--- src/rtl/phy_tx_ps.sv ---
// Parallel-to-serial PHY transmitter: 32-bit words out MSB-first, one bit per clk_32f,
// with comma slots for receiver alignment at start-up and whenever no word is offered.
module phy_tx_ps #(
  parameter logic [7:0]  COMMA      = 8'hBC,
  parameter int unsigned SYNC_SLOTS = 2
) (
  input  logic        clk_32f,
  input  logic        reset_L,
  input  logic [31:0] data_in,
  input  logic        valid_in,
  output logic        ready_out,
  output logic        data_out_PS,
  output logic        active_tx
);

  typedef enum logic {
    ST_SYNC,
    ST_RUN
  } state_t;

  state_t      r_state;
  logic [15:0] r_sync_cnt;
  logic [4:0]  r_cnt;
  logic [31:0] r_shreg;
  logic        w_boundary;
  logic [31:0] w_slot;

  assign w_boundary = (r_cnt == 5'd31);
  // ready depends only on state and bit position so the link layer never sees a combinational loop
  assign ready_out  = (r_state == ST_RUN) && w_boundary;

  always_comb begin
    w_slot = {4{COMMA}};
    if (r_state == ST_RUN && valid_in) w_slot = data_in;
  end

  always_ff @(posedge clk_32f or negedge reset_L) begin
    if (!reset_L) begin
      r_state     <= ST_SYNC;
      r_sync_cnt  <= '0;
      r_cnt       <= 5'd31;
      r_shreg     <= '0;
      data_out_PS <= 1'b0;
      active_tx   <= 1'b0;
    end else if (w_boundary) begin
      r_shreg     <= {w_slot[30:0], 1'b0};
      data_out_PS <= w_slot[31];
      r_cnt       <= '0;
      if (r_state == ST_SYNC) begin
        r_sync_cnt <= r_sync_cnt + 16'd1;
        if ((r_sync_cnt + 16'd1) == 16'(SYNC_SLOTS)) begin
          r_state   <= ST_RUN;
          active_tx <= 1'b1;
        end
      end
    end else begin
      data_out_PS <= r_shreg[31];
      r_shreg     <= {r_shreg[30:0], 1'b0};
      r_cnt       <= r_cnt + 5'd1;
    end
  end

endmodule

--- config.mk ---
export PLATFORM = sky130hd
export DESIGN_NAME = phy_tx_ps
export DESIGN_NICKNAME = d
export VERILOG_FILES = /design/src/rtl/phy_tx_ps.sv
export SDC_FILE = /design/constraint.sdc
export NUM_CORES = 1
export LEC_CHECK = 0
export ABC_AREA = 1
export CORE_UTILIZATION = 40
export DETAILED_ROUTE_END_ITERATION = 8
export PLACE_DENSITY_LB_ADDON = 0.2
export REMOVE_ABC_BUFFERS = 1
export SYNTH_ARGS = -nofsm -noshare
export SYNTH_HDL_FRONTEND = slang
export SYNTH_SLANG_ARGS = --single-unit
--- constraint.sdc ---
create_clock -name clk_32f -period 2.8 [get_ports clk_32f]
set_clock_uncertainty 0.2 [all_clocks]
set_input_delay 0.28 -clock clk_32f [delete_from_list [all_inputs] [get_ports clk_32f]]
set_output_delay 0.28 -clock clk_32f [all_outputs]
set_load 0.01 [all_outputs]
==> run summary <==
The run gives 0 as the post-CTS setup buffer count. The tools report the count of nets left with antenna violations after detail routing as 0. At the end of the flow, the number of nets in the layout was 343.

The largest total area in the synthesized netlist belongs to sky130_fd_sc_hd__dfrtp_1. The top flip-flop cell by instance count after synthesis is sky130_fd_sc_hd__dfrtp_1. The number of enable-type register cells in the synthesized netlist came out at 0. For hold timing, the worst endpoint is r_shreg[24]. For this block, the routed nets add up to 4.93 mm of wire. Global routing consumed, over all layers together, 17.0% of the routing resources. In this run the static leakage power is 1.34 nW. Clock tree synthesis found a total of 55 sinks.

The first global-routing pass estimated 8.25 mm of wire. Static timing analysis puts the maximum clock frequency at 383 MHz. The number of antenna diodes came out at 0. The number of global-route vias before repair was 1,801; the part of the power in combinational logic was 5.2%.

The sequential fraction of design power is 61.1%. The count of buffers added on input and output ports is 37. The share of the synthesized area in the top cell type was 50.9%. During synthesis, Yosys emitted a total of 0 warnings. The tools report the die outline area as 6460 um^2. Setup violations remaining at the end of the flow were counted as 0. For this design the top-level I/O count stands at 38.

For the area used by sequential logic in the layout, the log shows 1380 um^2. Entering global routing, the biggest net connects 47 pins. At the later pin of the worst-skew pair, clock insertion delay measures 0.30 ns. The critical path's largest stage delay works out to 0.55 ns. Ranked by total cell area, the synthesized netlist is headed by sky130_fd_sc_hd__dfrtp_1, sky130_fd_sc_hd__nand2_1, sky130_fd_sc_hd__o22a_1, sky130_fd_sc_hd__dfstp_2, sky130_fd_sc_hd__inv_1.

Slack of the worst reg-to-reg path: 0.50 ns. The worst register-to-register path ends at r_sync_cnt[15]. The share of power burned in the clock network came out at 33.7%. For the violation count after the first detailed-route iteration, the log shows 118.

Compared with the post-synthesis result, the final layout area differs by 23.1%. The startpoint of the worst register-to-register path was r_cnt[0]. The final clock period utilization by the worst path works out to 93.2%. The cell count after synthesis came out at 262. In the routed layout, each cell is associated on average with a via count of 4.99.

In this run the clock root is driven by a sky130_fd_sc_hd__clkbuf_8. Measured along the x axis, the die boundary spans 80.4 um. The flow ran to the end, and the final reports show no timing, DRC or antenna violations. The average instance in the mapped netlist occupies 9.38 um^2.

The run gives 2.13 ns as the critical path data arrival time. TritonCTS built the clock tree. Cell at the slowest stage of the critical path: sky130_fd_sc_hd__dfstp_2. Summed over all nets, the switching power comes to 280 uW.

For the worst setup slack before clock tree synthesis, the log shows 0.393 ns. Sequential cells were found to cover 56.2% of the synthesized design area. For this design the ratio of total power to cell area is 429 nW/um^2. Dividing the detail-routed wire length by the instance count gives 13.0 um. The sum of buffers and inverters on the critical path is 2. The peak ir drop on the vdd network came out at 0.198 mV. The number of violations of the max-capacitance limit was 0. For the worst setup path, the data required time is 2.32 ns. The synthesized design contains 55 register bits. After synthesis, the share of flip-flops with an asynchronous set or reset is 100%. Beginning of the worst hold path: r_shreg[23]. The number of pins with negative max-slew slack in the final report is 0, and the residual overflow from global routing is 0. After floorplanning, the core was sized to cover 5920 um^2. The remaining max-slew budget at the tightest pin was 33.9%. The CTS clock-pin slew for the worst setup and hold paths was 0.10 ns. STA classifies the critical path endpoint as an output port.

The initial utilization of the core area, before any placement, comes to 41.5%. The final hold violation count came out at 0. Counting I/O delays and the setup requirement, the final critical path takes 2.61 ns.

Maximum root-to-sink buffer count: 2. The first detailed-routing pass ran for 4 iterations. Cells with a size suffix above 1 make up 9.51% of the layout. The multi-input combinational cells in the finished layout cover a total of 942 um^2. The logs give 1,897 for the total via count after detailed routing and 0.191 ns for the final worst slack. In the post-synthesis netlist, the cell with the most instances is sky130_fd_sc_hd__nand2_1. Setup repair after global routing left no endpoint under its margin.

Ranked by instance count, the synthesized netlist is headed by sky130_fd_sc_hd__nand2_1, sky130_fd_sc_hd__dfrtp_1, sky130_fd_sc_hd__inv_1, sky130_fd_sc_hd__nor2_1, sky130_fd_sc_hd__o22a_1. The critical path goes through ha_1 -> nand2_1 -> nor2_1 -> ha_2 -> nand2_1 -> inv_1 -> clkdlybuf4s50_1. The initial antenna violation count was 0; the count of H-tree levels built during CTS was 2.

In this run the vertical extent of the chip is 80.4 um. Net switching is 21.6% of the power. Most common cell type on the critical path: sky130_fd_sc_hd__nand2_1. The internal power of the cells totals 1.02 mW.

After legalization and detailed placement, the total HPWL measured 3.55 mm. For the filler cell count in the final layout, the log shows 561. The worst-margin pin slew was 0.992 ns.

Cell class contributing the biggest share of worst-path delay: buffers and inverters. Of all nets on the critical path, the largest fanout is 8. The tools report the count of unresolved DRC violations after routing as 0. STA classifies the critical path startpoint as a flip-flop. Once placement completed, the tool counted placed cells totaling 371. The worst hold path stage count was 1; the number of cells in the finished layout apart from fillers was 380. Measured in cells, the most critical reg-to-reg path has a length of 9. The netlist uses 20 different library cells. In this run the worst hold path is classified as flip-flop to flip-flop. At the end of routability-driven placement, the weighted congestion stood at 0.839.

The setup path with the least slack is of type flip-flop to output port. The number of clock buffers inserted by TritonCTS is 5. The tools report the total number of placement rows as 28. The cell area after technology mapping is 2460 um^2.
## timing repair
action | 4_1_cts | 5_1_grt
setup endpoints to repair | 0 | 1
hold endpoints to repair | 39 | 0
hold buffers | 1 | 0
resized for setup | 0 | 1
## metal layers
| layer | wire (um) | up-vias | GRT usage [%] |
|---|---|---|---|
| li1 | - | 953 | - |
| met1 | 2360 | 881 | 22.0 |
| met2 | 2210 | 49 | 27.2 |
| met3 | 223 | 14 | 3.41 |
| met4 | 135 | 0 | 7.86 |
| met5 | 0 | - | 0 |
## worst max path at each step
stage	startpoint	to	slack, ns	cells past startpoint
6_report	r_cnt[0]	ready_out	0.19	7
3_3_place_gp	r_cnt[0]	r_sync_cnt[15]	0.45	9
3_5_place_dp	r_cnt[0]	r_sync_cnt[5]	0.39	9
4_1_cts	r_cnt[0]	ready_out	0.09	7
2_1_floorplan	r_cnt[0]	r_sync_cnt[15]	-0.06	9
5_1_grt	r_cnt[0]	ready_out	0.009	7
## flip-flops by register name, indices dropped and copies added (netlist names)
name and count:
r_shreg 31, r_sync_cnt 16, r_cnt 5, active_tx 1, data_out_PS 1, r_state 1
## layout make-up
class                   instances  share of cell area [%]
flip-flops and latches         55                    45.7
multi-input cells             172                    31.1
well taps                      75                    3.10
clock buffers                   6                    2.40
inverters                      26                    3.23
repair buffers                 44                    13.9
clock inverters                 2                   0.538
## logic make-up (layout without fill, tap and decap cells)
| family | count (synthesis) | in the layout | share of synthesized area, % |
|---|---|---|---|
| AO/OA/AOI/OAI | 52 | 52 | 15.7 |
| XOR/XNOR | 3 | 3 | 1.07 |
| adder cells (fa/ha/maj) | 4 | 4 | 2.04 |
| buffers and inverters | 35 | 78 | 5.55 |
| flip-flops | 55 | 55 | 56.2 |
| AND/OR/NAND/NOR | 113 | 113 | 19.4 |
## through the flow
stage               hold slack [ns]  power (mW)  utilization [%]  instance area, um^2  TNS (ns)
floorplan                    -0.216       0.811                -                 2420    -0.468
global placement              0.250       0.877             49.4                 2920         0
detailed placement            0.260       0.877             49.4                 2920         0
CTS                           0.282        1.32             51.1                 3020         0
global route                  0.297        1.36             51.1                 3030         0
finish                        0.277        1.30             51.1                 3030         0
## layout by cell type, fill, tap and decap left out, drive strengths merged
cell	Yosys	final
o21ai	16	16
clkdlybuf4s50	0	36
a22o	11	11
a21oi	1	1
nand3	13	13
nand4	6	6
inv	26	27
o22a	20	20
nor2	28	28
dfstp	5	5
dfrtp	50	50
a31oi	1	1
o21bai	3	3
ha	4	4
clkinvlp	0	1
buf	4	7
nand2	66	66
dlygate4sd3	0	1
clkbuf	5	6
xor2	3	3
## power by group through the flow
stage / registers (mW) / logic [mW] / clock network, mW
floorplan: 0.810 / 0.00155 / 0
CTS: 0.794 / 0.0693 / 0.459
finish: 0.794 / 0.0675 / 0.437
global route: 0.794 / 0.0740 / 0.487
detailed placement: 0.809 / 0.0674 / 0
global placement: 0.809 / 0.0679 / 0
(Power assumes the default switching activity.)
